===== src/rtl/add_pkg.sv =====
// Shared definitions for the digit-serial adder/subtractor: FSM encoding, counter sizing
// and parameter legality.
package add_pkg;

  typedef enum logic [1:0] {
    StIdle = 2'd0,
    StRun  = 2'd1,
    StDone = 2'd2
  } state_e;

  // Digit counter width; a single-digit configuration still gets a 1-bit counter.
  function automatic int unsigned cnt_width(input int unsigned ndig);
    return (ndig <= 1) ? 1 : $clog2(ndig);
  endfunction

  function automatic bit params_ok(input int unsigned width, input int unsigned digit);
    return (width >= 2) && (digit >= 1) && ((width % digit) == 0);
  endfunction

endpackage


===== src/rtl/digit_adder.sv =====
// Combinational DIGIT-bit ripple chain of full-adder cells; also exposes the carry into the
// top bit so the caller can form signed overflow.
module digit_adder #(
  parameter int unsigned DIGIT = 2
) (
  input  logic [DIGIT-1:0] a,
  input  logic [DIGIT-1:0] b,
  input  logic             cin,
  output logic [DIGIT-1:0] s,
  output logic             co,
  output logic             c_msb
);

  logic [DIGIT:0] c;

  always_comb begin
    c    = '0;
    s    = '0;
    c[0] = cin;
    for (int i = 0; i < DIGIT; i++) begin
      s[i]     = a[i] ^ b[i] ^ c[i];
      c[i + 1] = (a[i] & b[i]) | (c[i] & (a[i] ^ b[i]));
    end
  end

  assign co    = c[DIGIT];
  assign c_msb = c[DIGIT-1];

endmodule


===== src/rtl/serial_add_sub.sv =====
// Multi-cycle adder/subtractor: one DIGIT-bit slice per clock, LSB digit first, with a
// valid/ready handshake on both operand and result sides.
module serial_add_sub
  import add_pkg::*;
#(
  parameter int unsigned WIDTH = 8,
  parameter int unsigned DIGIT = 2
) (
  input  logic             clk,
  input  logic             rst_n,
  input  logic             flush,
  input  logic             in_valid,
  output logic             in_ready,
  input  logic [WIDTH-1:0] a,
  input  logic [WIDTH-1:0] b,
  input  logic             cin,
  input  logic             sub,
  output logic             out_valid,
  input  logic             out_ready,
  output logic [WIDTH-1:0] sum,
  output logic             cout,
  output logic             ovf
);

  localparam int unsigned NDIG = WIDTH / DIGIT;
  localparam int unsigned CW   = cnt_width(NDIG);
  localparam int unsigned IW   = $clog2(WIDTH);
  localparam logic [CW-1:0] LastCnt = CW'(NDIG - 1);

  if (!params_ok(WIDTH, DIGIT)) begin : g_bad_params
    $fatal(1, "serial_add_sub: WIDTH must be >= 2 and a multiple of DIGIT");
  end

  state_e           state_q, state_d;
  logic [CW-1:0]    cnt_q, cnt_d;
  logic             carry_q, carry_d;
  logic [WIDTH-1:0] a_q, a_d;
  logic [WIDTH-1:0] b_q, b_d;
  logic [WIDTH-1:0] sum_q, sum_d;
  logic             cout_q, cout_d;
  logic             ovf_q, ovf_d;
  logic             out_valid_q, out_valid_d;
  logic             in_ready_q, in_ready_d;

  logic [IW-1:0]    lsb;
  logic [DIGIT-1:0] dig_a, dig_b, dig_s;
  logic             dig_co, dig_cmsb;

  assign lsb   = IW'(int'(cnt_q) * DIGIT);
  assign dig_a = a_q[lsb +: DIGIT];
  assign dig_b = b_q[lsb +: DIGIT];

  digit_adder #(
    .DIGIT(DIGIT)
  ) u_digit_adder (
    .a    (dig_a),
    .b    (dig_b),
    .cin  (carry_q),
    .s    (dig_s),
    .co   (dig_co),
    .c_msb(dig_cmsb)
  );

  always_comb begin
    state_d     = state_q;
    cnt_d       = cnt_q;
    carry_d     = carry_q;
    a_d         = a_q;
    b_d         = b_q;
    sum_d       = sum_q;
    cout_d      = cout_q;
    ovf_d       = ovf_q;
    out_valid_d = out_valid_q;

    if (flush) begin
      // Abort keeps the last result visible but discards all in-flight state.
      state_d     = StIdle;
      out_valid_d = 1'b0;
      carry_d     = 1'b0;
      cnt_d       = '0;
    end else begin
      unique case (state_q)
        StIdle: begin
          if (in_valid && in_ready_q) begin
            a_d     = a;
            b_d     = sub ? ~b : b;
            carry_d = cin;
            cnt_d   = '0;
            sum_d   = '0;
            state_d = StRun;
          end
        end
        StRun: begin
          sum_d[lsb +: DIGIT] = dig_s;
          carry_d             = dig_co;
          if (cnt_q == LastCnt) begin
            cout_d      = dig_co;
            ovf_d       = dig_co ^ dig_cmsb;
            out_valid_d = 1'b1;
            state_d     = StDone;
          end else begin
            cnt_d = cnt_q + 1'b1;
          end
        end
        StDone: begin
          if (out_ready) begin
            out_valid_d = 1'b0;
            state_d     = StIdle;
          end
        end
        default: state_d = StIdle;
      endcase
    end

    // Registered copy of "next state is IDLE" so in_ready stays low throughout reset.
    in_ready_d = (state_d == StIdle);
  end

  always_ff @(posedge clk or negedge rst_n) begin
    if (!rst_n) begin
      state_q     <= StIdle;
      cnt_q       <= '0;
      carry_q     <= 1'b0;
      a_q         <= '0;
      b_q         <= '0;
      sum_q       <= '0;
      cout_q      <= 1'b0;
      ovf_q       <= 1'b0;
      out_valid_q <= 1'b0;
      in_ready_q  <= 1'b0;
    end else begin
      state_q     <= state_d;
      cnt_q       <= cnt_d;
      carry_q     <= carry_d;
      a_q         <= a_d;
      b_q         <= b_d;
      sum_q       <= sum_d;
      cout_q      <= cout_d;
      ovf_q       <= ovf_d;
      out_valid_q <= out_valid_d;
      in_ready_q  <= in_ready_d;
    end
  end

  assign in_ready  = in_ready_q;
  assign out_valid = out_valid_q;
  assign sum       = sum_q;
  assign cout      = cout_q;
  assign ovf       = ovf_q;

endmodule

===== config.mk =====
export PLATFORM = sky130hd
export DESIGN_NAME = serial_add_sub
export DESIGN_NICKNAME = d
export VERILOG_FILES = /design/src/rtl/add_pkg.sv /design/src/rtl/digit_adder.sv /design/src/rtl/serial_add_sub.sv
export SDC_FILE = /design/constraint.sdc
export NUM_CORES = 1
export LEC_CHECK = 0
export CAP_MARGIN = 10
export CORE_MARGIN = 3
export CORE_UTILIZATION = 55
export CTS_BUF_LIST = sky130_fd_sc_hd__clkbuf_16
export DETAILED_ROUTE_END_ITERATION = 8
export PLACE_DENSITY = 0.84
export SETUP_SLACK_MARGIN = 0.5
export SYNTH_ARGS = -nofsm -noshare
export SYNTH_HDL_FRONTEND = slang
export SYNTH_SLANG_ARGS = --single-unit

===== constraint.sdc =====
create_clock -name clk -period 6 [get_ports clk]
set_input_delay 1.2 -clock clk [delete_from_list [all_inputs] [get_ports clk]]
set_output_delay 1.2 -clock clk [all_outputs]
set_load 0.01 [all_outputs]

Word-level counts from Yosys, hierarchy flattened
Cells that the tools add are included.
W data, S select, Z words.
{"block": "word_totals", "register_bits": 33, "inputBits": 23, "out_inout_bits": 12, "elab_cells": 69}
{"block": "op_classes", "add_sub_neg": 2, "n_eq_ne": 8, "shifts": 4, "muxes": 20, "n_bitwise": 13, "n_reduce_logical": 12}
{"op": "$mux W8", "n": 2}
{"op": "$pmux W8 S2", "n": 1}
{"op": "$shiftx A8 B4 Y2", "n": 2}
{"op": "$reduce_and A3 Y1", "n": 5}
{"op": "$mux W2", "n": 7}
{"op": "$ne A3 B3 Y1 const B", "n": 4}
{"op": "$bwmux W8", "n": 1}
{"op": "$not A8 Y8", "n": 1}
{"op": "$shift A2 B5 Y8 const A", "n": 1}
{"op": "$shiftx A2 B5 Y8", "n": 1}
{"op": "$pmux W2 S3", "n": 1}
{"op": "$reduce_bool A3 Y1", "n": 2}
{"op": "$mux W1", "n": 5}
{"op": "$neg A3 Y5", "n": 1}
{"op": "$xor A1 B1 Y1", "n": 5}
{"op": "$and A1 B1 Y1", "n": 4}
{"op": "$eq A2 B2 Y1 const B", "n": 2}
{"op": "$logic_not A2 Y1", "n": 2}
{"op": "$pmux W1 S2", "n": 2}
{"op": "$pmux W2 S2", "n": 1}
{"op": "$add A2 B1 Y2 const B", "n": 1}
{"op": "$eq A2 B1 Y1 const B", "n": 1}
{"op": "$ne A2 B2 Y1 const B", "n": 1}
{"op": "$or A1 B1 Y1", "n": 2}
{"op": "4 further kinds", "n": 4}

Depth between registers and ports, before layout
{"block": "logic_depth", "ltp_word": 8, "depth_mapped": 7, "mapped_depth_nobuf": 6}

Hierarchy
Synthesis repeated with hierarchy kept, for this count alone.
{"block": "hier_totals", "cells_unflattened": 147, "hier_area_um2": 1739.2}
{"mod": "serial_add_sub", "n_inst": 1, "cells_each": 145, "area_per_inst_um2": 1699.1, "seq_area_each_um2": 825.8}
{"mod": "digit_adder", "n_inst": 1, "cells_each": 2, "area_per_inst_um2": 40.0, "seq_area_each_um2": 0.0}

Worst setup path after synthesis
OpenSTA, ideal clock, no wires.
{"block": "synth_path", "kind": "register to register", "startpoint": "register cnt_q[0]", "endpoint": "register sum_q[3] (netlist: sum[3])", "setup_ns": 0.066, "arrival_ns": 2.470, "t_required_ns": 5.934, "slack_ns": 3.464, "stages_incl_launch_ff": 8, "cell_sequence": "dfrtp_1 -> buf_2 -> mux4_2 -> fa_1 -> inv_1 -> fa_1 -> nor4_2 -> a22o_1"}
{"block": "synth_between", "elab_chain_cells": 8, "word_cells_on_any_way": 14, "classes_between": "add/sub: 1; shift: 4; mux: 2; bitwise: 7"}
{"item": "start: declaration", "line": "serial_add_sub.sv:35", "rtl": "logic [CW-1:0] cnt_q, cnt_d;"}
{"item": "start signal: assignment", "line": "serial_add_sub.sv:133", "rtl": "cnt_q <= cnt_d;"}
{"item": "$shiftx A8 B4 Y2, on equally long branches", "line": "serial_add_sub.sv:50, serial_add_sub.sv:51"}
{"item": "$xor A1 B1 Y1", "line": "digit_adder.sv:21, digit_adder.sv:22"}
{"item": "$and A1 B1 Y1", "line": "digit_adder.sv:22", "rtl": "c[i + 1] = (a[i] & b[i]) | (c[i] & (a[i] ^ b[i]));"}
{"item": "$or A1 B1 Y1", "line": "digit_adder.sv:22"}
{"item": "$xor A1 B1 Y1", "line": "digit_adder.sv:21", "rtl": "s[i] = a[i] ^ b[i] ^ c[i];"}
{"item": "$shiftx A2 B5 Y8", "line": "serial_add_sub.sv:94", "rtl": "sum_d[lsb +: DIGIT] = dig_s;"}
{"item": "$bwmux W8 *", "line": "serial_add_sub.sv:94"}
{"item": "$pmux W8 S2 *", "line": "serial_add_sub.sv:82", "rtl": "unique case (state_q)"}
{"item": "end signal: assignment", "line": "serial_add_sub.sv:137", "rtl": "sum_q <= sum_d;"}
{"item": "end: declaration", "line": "serial_add_sub.sv:39", "rtl": "logic [WIDTH-1:0] sum_q, sum_d;"}
Every way passes the cells marked *; elsewhere a longest branch is shown, timed or not.
A chain may end at the register's enable or synchronous reset.

Final worst setup path
{"block": "layout_path", "startpoint": "register cnt_q[0]", "endpoint": "register sum_q[1] (netlist: sum[1])"}
Same word-level chain as after synthesis.

==> flow_summary.toml <==
[yosys]
syn_nets = 187
yosysSeqAreaShare_pct = 46.12
ys_ff_latch = 33
synth.avg_cell_area_um2 = 11.33
synth_top_flop_cell = "dfrtp_1"
syn_area_um2 = 1790
synth_top_area_share_pct = 46.12
yosysWarnings = 0
synth_edf_count = 0
syn_inst = 158
async_reset_ff_share_pct = 100.0
yosysTopAreaCell = "dfrtp_1"
yosysUniqueCellTypes = 41
synth_area_leaders = "dfrtp_1 46%, o21ai_0 6.1%, mux4_2 5.0%, xnor2_1 4.4%, mux2_2 3.8%"

[sta]
skew_ns = 0.005863
period_share_pct = 46.59
setup_slack_ns = 3.205
setup_viol = 0
fmax_mhz = 357.7
slew-limit-headroom_pct = 67.76
slew_violations = 0
finalCriticalPeriod_ns = 2.795
tightestPinTransition_ns = 0.4837
tns_ns = 0
grt_setup_unrepaired = "false"
hold_viol_final = 0

[power_and_ir_drop]
total_power_mw = 0.6708
internal_power_mw = 0.4872
ir_worst_vdd_mv = 0.2259
total_leakage_power_nw = 0.9333
p_clk_share_pct = 35.2
power_density_nw_per_um2 = 294.9
comb_power_share_pct = 22.9
p_sw_mw = 0.1836
power_switching_share_pct = 27.37
pwr-share-seq_pct = 41.8

[worst_hold_path]
hold_class = "reg2reg"

[clocking]
cts.sinks = 33
clk_latency_ns = 0.28
clk_pin_slew_worst_paths_ns = 0.05
ctsResizeCount = 0
post-cts-setup-buffer-count = 0
cts-buffers-inserted = 5
clock_path_buffers = 2
cts_hold_buf = 0
cts_tree = "done"
root_buffer = "clkbuf_16"
htree_num_levels = 2

[floorplanning]
ios = 35
core_area_um2 = 3078
start_util_pct = 58.17
rows = 20
die_x_um = 63.06
die_height_um = 63.06
dieArea_um2 = 3976

[placed_design]
dpl.hpwl_mm = 2.704
dpl_cell_area_um2 = 2137
gp_congestion = 0.8299
port_buffers = 34
pre_cts_ws_ns = 3.169

[routing]
wl_mm = 3.716
wire_per_inst_um = 15.75
drt_iter0_drc = 65
vias = 1311
drt_first_pass_iters = 4
ant_nets = 0
via_per_inst = 5.555
drc = 0

[global_route]
grt_usage_pct = 21.99
grt_pass1_vias = 1415
grt_overflow_total = 0
antenna_found_initial = 0
grt-busiest-layer = "met2"
met1_usage_pct = 25.18
grt_max_degree = 34
grt_pass1_wl_mm = 6.568
use_met2_pct = 36.89
grtUsageMet3_pct = 5.704

[setup_path]
crit_path_start_kind = "flip-flop"
cp.required_ns = 6.21
worst-path-max-fanout = 13
endpoint_kind = "flip-flop"
crit_arrival_ns = 3.01
critPathKind = "reg2reg"

[final_layout]
final_cell_mix = "34 x clkdlybuf4s50_1, 33 x dfrtp_1, 22 x o21ai_0"
syn2layout_area_growth_pct = 27.04
layout.nets = 220
drive_above_1_share_pct = 14.06
utilization_pct = 73.90
final_common_cell = "clkdlybuf4s50_1"
final_area_um2 = 2275
diodes = 0
nFillCells = 221

[outcome]
status = "completed"

[job]
drv_cap = 0
## stage by stage
step                      instances  hold WS, ns
after global routing            236       0.5033
after CTS                       236       0.4889
after global placement          228       0.4701
after floorplan                 158       0.4685
after detailed placement        228       0.4781
final                           236       0.4860
## per-layer routing
layer / up-vias / part of all wire [%]
li1: 623 / -
met3: 9 / 5.7
met2: 43 / 53
met5: - / 0
met4: 0 / 2.2
met1: 636 / 39
## critical path, stage by stage, from the launching register on
cell and delay (ns):
dfrtp_1 0.64, mux4_2 0.59, fa_1 0.45, inv_1 0.09, fa_1 0.46, nor4_1 0.32, mux2_1 0.18
## path summary, 6_finish.rpt
| check | startpoint | end | depth (start not counted) | slack [ns] |
|---|---|---|---|---|
| max in group asynchronous | rst_n | cnt_q[0] | 2 | 4.39 |
| setup reg to reg | cnt_q[0] | sum[1] | 6 | 3.20 |
| hold / removal | sum[4] | sum[4] | 1 | 0.49 |
| setup / recovery | cnt_q[0] | sum[1] | 6 | 3.20 |
| hold reg to reg | sum[4] | sum[4] | 1 | 0.49 |
| min in group asynchronous | rst_n | sum[2] | 2 | 1.32 |
## registers in the layout, summed over array words and instances (netlist names)
name / cells
state_q: 2
out_valid: 1
cout: 1
in_ready: 1
cnt_q: 2
sum: 8
a_q: 8
carry_q: 1
ovf: 1
b_q: 8
## synthesized netlist by cell type, types with 2 or more instances
master and instances:
a21oi_1 7, clkbuf_1 3, fa_1 2, mux2_1 4
mux2_4 2, a21oi_2 2, buf_6 2, mux2_2 6
a32o_1 2, nor4_1 3, nor2b_1 2, buf_2 3
ha_1 4, mux4_2 4, dfrtp_1 33, mux2i_1 2
nor2_1 2, and2_1 5, o21ai_0 22, a22o_1 2
inv_1 10, nand2b_1 5, nand2_1 5, xnor2_1 9
## power by group through the flow
stage	sequential, mW	clock [mW]	combinational, mW
after floorplan	0.274	0	0.106
after global routing	0.285	0.254	0.173
after CTS	0.281	0.240	0.155
after detailed placement	0.283	0	0.153
after global placement	0.281	0	0.146
final	0.280	0.236	0.154
## area by class of cell
cell class	count	area [um^2]	share of cell area (%)
Inverter	10	37.54	1.650
Tap cell	44	55.05	2.420
Multi-Input combinational cell	106	870.8	38.28
Clock inverter	3	12.51	0.5501
Timing Repair Buffer	35	347.8	15.29
Clock buffer	5	125.1	5.501
Sequential cell	33	825.8	36.30
## cell families after synthesis
group | after synthesis | synth area share (%)
xor+xnor | 9 | 4.403
simple gates | 34 | 12.16
buf+inv | 19 | 5.241
mux | 18 | 14.12
fa+ha+maj | 6 | 5.032
compound gates | 39 | 12.93
flops | 33 | 46.12
(Power assumes the default switching activity.)
==> patch 1, RTL diff (same settings) <==
Encoding of `state_e`: now one-hot (3 bits for 3 states).
--- a/src/rtl/add_pkg.sv
+++ b/src/rtl/add_pkg.sv
@@ -4,6 +4,6 @@
 
-  typedef enum logic [1:0] {
-    StIdle = 2'd0,
-    StRun  = 2'd1,
-    StDone = 2'd2
+  typedef enum logic [2:0] {
+    StIdle = 3'b001,
+    StRun  = 3'b010,
+    StDone = 3'b100
   } state_e;
Check against the original RTL: no difference found for any inputs over 10 cycles, from zero or initial values and one cycle with rst_n low; not proved beyond that.
==> patch 1 against the original RTL <==
Sequential cell count is 1 higher; design area is 5.2% higher; setup slack worse by 0.098 ns; total power is 0.30% lower; sequential share of layout area is 0.71 points lower; synthesized area is 7.3% higher; via count is 0.31% lower; count of clock-buffer cells in the layout stayed put; routed wire length is 1.9% lower.
==> patch 1: results (changes against the original RTL) <==
| Metric | Value |
|---|---|
| Number of setup buffers added after CTS | `0 (unchanged)` |
| Buffer depth of the longest clock path | `2 (unchanged)` |
| Top flip-flop cell by instance count after synthesis | `sky130_fd_sc_hd__dfrtp_1 (unchanged)` |
| Clock transition at path regs | `0.05 ns (about the same)` |
| Total number of H-tree levels | `2 (unchanged)` |
| Synthesized netlist net count | `178 (was 187)` |
| Clock skew after layout | `0.00352 ns (was 0.00586 ns)` |
| Detailed placer's ending HPWL | `2570 µm (was 2700 µm)` |
| Largest stage delay on the critical path | `0.66 ns (was 0.64 ns)` |
| Result of the run | `finished, final reports clean (unchanged)` |
| Detailed-routing iteration count for the pre-antenna-repair pass | `4 (unchanged)` |
| Iteration-0 DRC Markers | `105 (was 65)` |
| Buffers on Ports | `34 (unchanged)` |
| Ranking of synthesized cells by instance count | `sky130_fd_sc_hd__dfrtp_1, sky130_fd_sc_hd__mux2_1, sky130_fd_sc_hd__inv_1, sky130_fd_sc_hd__xor2_1, sky130_fd_sc_hd__a21oi_1 (was sky130_fd_sc_hd__dfrtp_1, sky130_fd_sc_hd__o21ai_0, sky130_fd_sc_hd__inv_1)` |
| Number of antenna violations at the first check in global routing | `0 (unchanged)` |
| Antenna diode count | `0 (unchanged)` |
| Largest net degree at the start of global routing | `35 (was 34)` |
| Switching fraction of total power | `0.261 (was 0.274)` |
| Number of warnings printed during yosys synthesis | `0 (unchanged)` |
| Number of nets in the final layout | `211 (was 220)` |
| Crit path max-delay family | `adder cells (unchanged)` |
| Global-route total usage across every layer | `0.205 (was 0.220)` |
| Dominant cells by area after synthesis | `sky130_fd_sc_hd__dfrtp_1, sky130_fd_sc_hd__mux2_1, sky130_fd_sc_hd__mux4_2 (was sky130_fd_sc_hd__dfrtp_1, sky130_fd_sc_hd__o21ai_0, sky130_fd_sc_hd__mux4_2)` |
| Relative slew slack | `0.632 (was 0.678)` |
| Global-route wire length before repair | `6490 µm (was 6570 µm)` |
| Distinct cell type count of the synthesized netlist | `47 (was 41)` |
| Worst-path cell with the longest stage delay | `sky130_fd_sc_hd__dfrtp_1 (unchanged)` |
| CTS resizes | `0 (unchanged)` |
| Detailed-route vias per instance | `5.76 (was 5.56)` |
| Largest voltage drop on the vdd net | `0.177 mV (was 0.226 mV)` |
| Later-pin clock latency in the skew report | `0.28 ns (about the same)` |
| Sequential-to-total area share from yosys stat | `0.444 (was 0.461)` |
| Routability congestion estimate | `0.837 (was 0.830)` |
| Signal arrival time at the worst endpoint | `3.11 ns (was 3.01 ns)` |
| Critical Path Fanout Max | `11 (was 13)` |
| Reported leakage power | `1.01 nW (was 0.933 nW)` |
| Share of layout cells above drive strength 1 | `0.109 (was 0.141)` |
| Number of global-route vias before repair | `1383 (was 1415)` |
| Total routed wirelength | `3640 µm (was 3720 µm)` |
patch 1: worst register-to-register path: stages (launching register included):
cell	delay (ns)
sky130_fd_sc_hd__dfrtp_1	0.66
sky130_fd_sc_hd__mux4_2	0.59
sky130_fd_sc_hd__fa_1	0.45
sky130_fd_sc_hd__inv_1	0.11
sky130_fd_sc_hd__fa_1	0.48
sky130_fd_sc_hd__nor4_2	0.37
sky130_fd_sc_hd__a22o_1	0.17
patch 1: routing by layer:
metal,track usage,routed length [µm],vias up
met5,0,0,-
met4,0.0751,73,0
met3,0.0615,195,10
met2,0.344,1900,39
met1,0.249,1470,649
li1,-,-,609
patch 1: cell type report:
class / count / area (µm²)
Inverter: 8 / 30.0
Fill cell: 212 / 785
Tap cell: 44 / 55.1
Timing Repair Buffer: 35 / 348
Sequential cell: 34 / 852
Multi-Input combinational cell: 98 / 972
Clock buffer: 5 / 125
Clock inverter: 3 / 11.3
patch 1: power by group through the flow:
stage / sequential, W / combinational [W] / clock (W)
2_1_floorplan: 0.000282 / 0.000103 / 0
3_3_place_gp: 0.000289 / 0.000134 / 0
3_5_place_dp: 0.000292 / 0.000142 / 0
4_1_cts: 0.000288 / 0.000147 / 0.000240
5_1_grt: 0.000294 / 0.000157 / 0.000252
6_report: 0.000288 / 0.000144 / 0.000236
patch 1: kinds of logic after synthesis:
family | share of synthesized area
AOI/OAI and AO/OA | 0.0925
xor gates and xnor gates | 0.0456
adders and majority gates | 0.0469
buffers and inverters | 0.0502
DFF | 0.444
muxes | 0.180
and+or+nand+nor | 0.141
patch 1: path summary, 6_finish.rpt:
kind                              end  slack [ns]  cells after the start      from
hold reg to reg                a_q[2]        0.48                      1    a_q[2]
setup / recovery               sum[3]        3.11                      6  cnt_q[0]
hold / removal                 a_q[2]        0.48                      1    a_q[2]
setup reg to reg               sum[3]        3.11                      6  cnt_q[0]
min in group asynchronous      b_q[1]        1.33                      2     rst_n
max in group asynchronous  state_q[0]        4.33                      2     rst_n
patch 1: metrics by stage:
stage	hold WS [ns]	cell area, µm²	std cells	power (W)	setup WS, ns
after floorplan	0.452	1920	149	0.000385	3.44
after global placement	0.463	2260	219	0.000422	3.02
after detailed placement	0.478	2260	219	0.000435	2.97
after CTS	0.489	2390	227	0.000676	3.10
after global routing	0.507	2390	227	0.000704	3.01
final	0.483	2390	227	0.000669	3.11
==> patch 2, RTL diff (config.mk and constraints unchanged) <==
Without the edit above. Change the parameter `WIDTH` from 8 to 16.
--- a/src/rtl/serial_add_sub.sv
+++ b/src/rtl/serial_add_sub.sv
@@ -5,3 +5,3 @@
 #(
-  parameter int unsigned WIDTH = 8,
+  parameter int unsigned WIDTH = 16,
   parameter int unsigned DIGIT = 2
Ports: changed (resized a, b and sum); port bits go from 35 to 59. No check against the original RTL was run, so the function may have changed too.
==> patch 2 against the original RTL <==
Sequential cell count up 25; core utilization is 1.2 points higher; critical path depth is 2 lower; total power rose by 110%; worst hold slack better by 0.0058 ns; setup slack got worse by 0.62 ns; synthesized area grew 65%; routed wire length increased by 69%; design area grew 70%; critical endpoint is now a_q[14].
==> patch 2: results (changes against the original RTL) <==
| Metric | Value |
|---|---|
| Routability congestion estimate | `0.901 (was 0.830)` |
| Largest stage delay on the critical path | `0.95 ns (was 0.64 ns)` |
| Total routed wirelength | `6300 µm (was 3720 µm)` |
| Number of placed instances, taps included | `369 (was 228)` |
| Reported leakage power | `1.58 nW (was 0.933 nW)` |
| Clk root buf | `sky130_fd_sc_hd__clkbuf_16 (unchanged)` |
| Total number of H-tree levels | `3 (was 2)` |
| Number of global-route vias before repair | `2229 (was 1415)` |
| Buffers on Ports | `58 (was 34)` |
| Min Hold Slack | `0.492 ns (was 0.486 ns)` |
| Detailed-route vias per instance | `5.65 (was 5.56)` |
| Global-route wire length before repair | `10600 µm (was 6570 µm)` |
| Top flip-flop cell by instance count after synthesis | `sky130_fd_sc_hd__dfrtp_1 (unchanged)` |
| Worst setup path end | `a_q[14] (was sum[1])` |
| Global-route total usage across every layer | `0.224 (was 0.220)` |
| Gate count of the mapped netlist | `255 (was 158)` |
| Worst-case hold path end point | `sum[1] (was sum[4])` |
| Detailed placer's ending HPWL | `4180 µm (was 2700 µm)` |
| Number of buffers inserted during clock tree synthesis | `9 (was 5)` |
| Distinct cell type count of the synthesized netlist | `42 (was 41)` |
| Worst R2R End | `sum[9] (was sum[1])` |
| Largest net degree at the start of global routing | `59 (was 34)` |
| Number of setup buffers added after CTS | `0 (unchanged)` |
| Launch point of the worst hold path | `sum[1] (was sum[4])` |
| Critical Path Fanout Max | `33 (was 13)` |
| Signal arrival time at the worst endpoint | `3.63 ns (was 3.01 ns)` |
| Reg2Reg Depth | `8 (was 6)` |
| Ranking of synthesized cells by instance count | `sky130_fd_sc_hd__dfrtp_1, sky130_fd_sc_hd__a21oi_1, sky130_fd_sc_hd__nor2_1 (was sky130_fd_sc_hd__dfrtp_1, sky130_fd_sc_hd__o21ai_0, sky130_fd_sc_hd__inv_1)` |
| Setup slack on the worst flop-to-flop path | `2.73 ns (was 3.20 ns)` |
| Iteration-0 DRC Markers | `133 (was 65)` |
| Later-pin clock latency in the skew report | `0.33 ns (was 0.28 ns)` |
| Largest voltage drop on the vdd net | `0.206 mV (was 0.226 mV)` |
| Sequential-to-total area share from yosys stat | `0.491 (was 0.461)` |
| Synthesized netlist net count | `302 (was 187)` |
| Worst-path cell with the longest stage delay | `sky130_fd_sc_hd__nor4_4 (was sky130_fd_sc_hd__dfrtp_1)` |
| Clock skew after layout | `0.00541 ns (was 0.00586 ns)` |
| Result of the run | `finished, final reports clean (unchanged)` |
| Routed wirelength normalized by instance count | `16.4 µm (was 15.7 µm)` |
| Origin of the worst setup path | `flush (was cnt_q[0])` |
| CTS resizes | `0 (unchanged)` |
| Number of nets in the final layout | `357 (was 220)` |
| Share of layout cells above drive strength 1 | `0.149 (was 0.141)` |
| Worst slew pin tran | `1.03 ns (was 0.484 ns)` |
| Dominant cells by area after synthesis | `sky130_fd_sc_hd__dfrtp_1, sky130_fd_sc_hd__mux2_2, sky130_fd_sc_hd__mux4_2 (was sky130_fd_sc_hd__dfrtp_1, sky130_fd_sc_hd__o21ai_0, sky130_fd_sc_hd__mux4_2)` |
-- patch 2: worst max-delay path: cells and delay by family --
family / cells / cell delay (ns)
AND/OR/NAND/NOR: 1 / 0.95
buffers and inverters: 2 / 1.10
multiplexers: 1 / 0.37
-- patch 2: logic make-up (layout without fill, tap and decap cells) --
| family | Yosys count | after routing | synth area share |
|---|---|---|---|
| fa+ha+maj | 8 | 8 | 0.0389 |
| flops | 58 | 58 | 0.491 |
| mux | 28 | 28 | 0.136 |
| xor+xnor | 17 | 17 | 0.0504 |
| buf+inv | 23 | 83 | 0.0377 |
| compound gates | 55 | 55 | 0.118 |
| simple gates | 66 | 66 | 0.129 |
-- patch 2: final cells by class --
cell class / count / area (µm²)
Multi-Input combinational cell: 174 / 1390
Clock buffer: 9 / 225
Sequential cell: 58 / 1450
Clock inverter: 7 / 83.8
Timing Repair Buffer: 60 / 591
Tap cell: 70 / 87.6
Fill cell: 363 / 1280
Inverter: 7 / 26.3
-- patch 2: routing by layer --
metal	up-vias	share of wire	track usage
met3	14	0.052	0.0567
met4	0	0.024	0.115
met2	79	0.51	0.374
met1	1054	0.42	0.267
li1	1027	-	-
met5	-	0	0
-- patch 2: per-stage QoR --
| step | instance area, µm² | worst slack, ns | util |
|---|---|---|---|
| 5_1_grt | 3860 | 2.44 | 0.751 |
| 3_5_place_dp | 3550 | 2.25 | 0.691 |
| 4_1_cts | 3860 | 2.58 | 0.751 |
| 6_report | 3860 | 2.59 | 0.751 |
| 2_1_floorplan | 2960 | 3.22 | - |
| 3_3_place_gp | 3550 | 2.29 | 0.691 |
-- patch 2: power by group --
group	total [W]	internal, W	switching, W
combinational	0.000328	0.000171	0.000157
sequential	0.000525	0.000471	0.0000539
clock	0.000530	0.000357	0.000173
total	0.00138	0.000999	0.000384
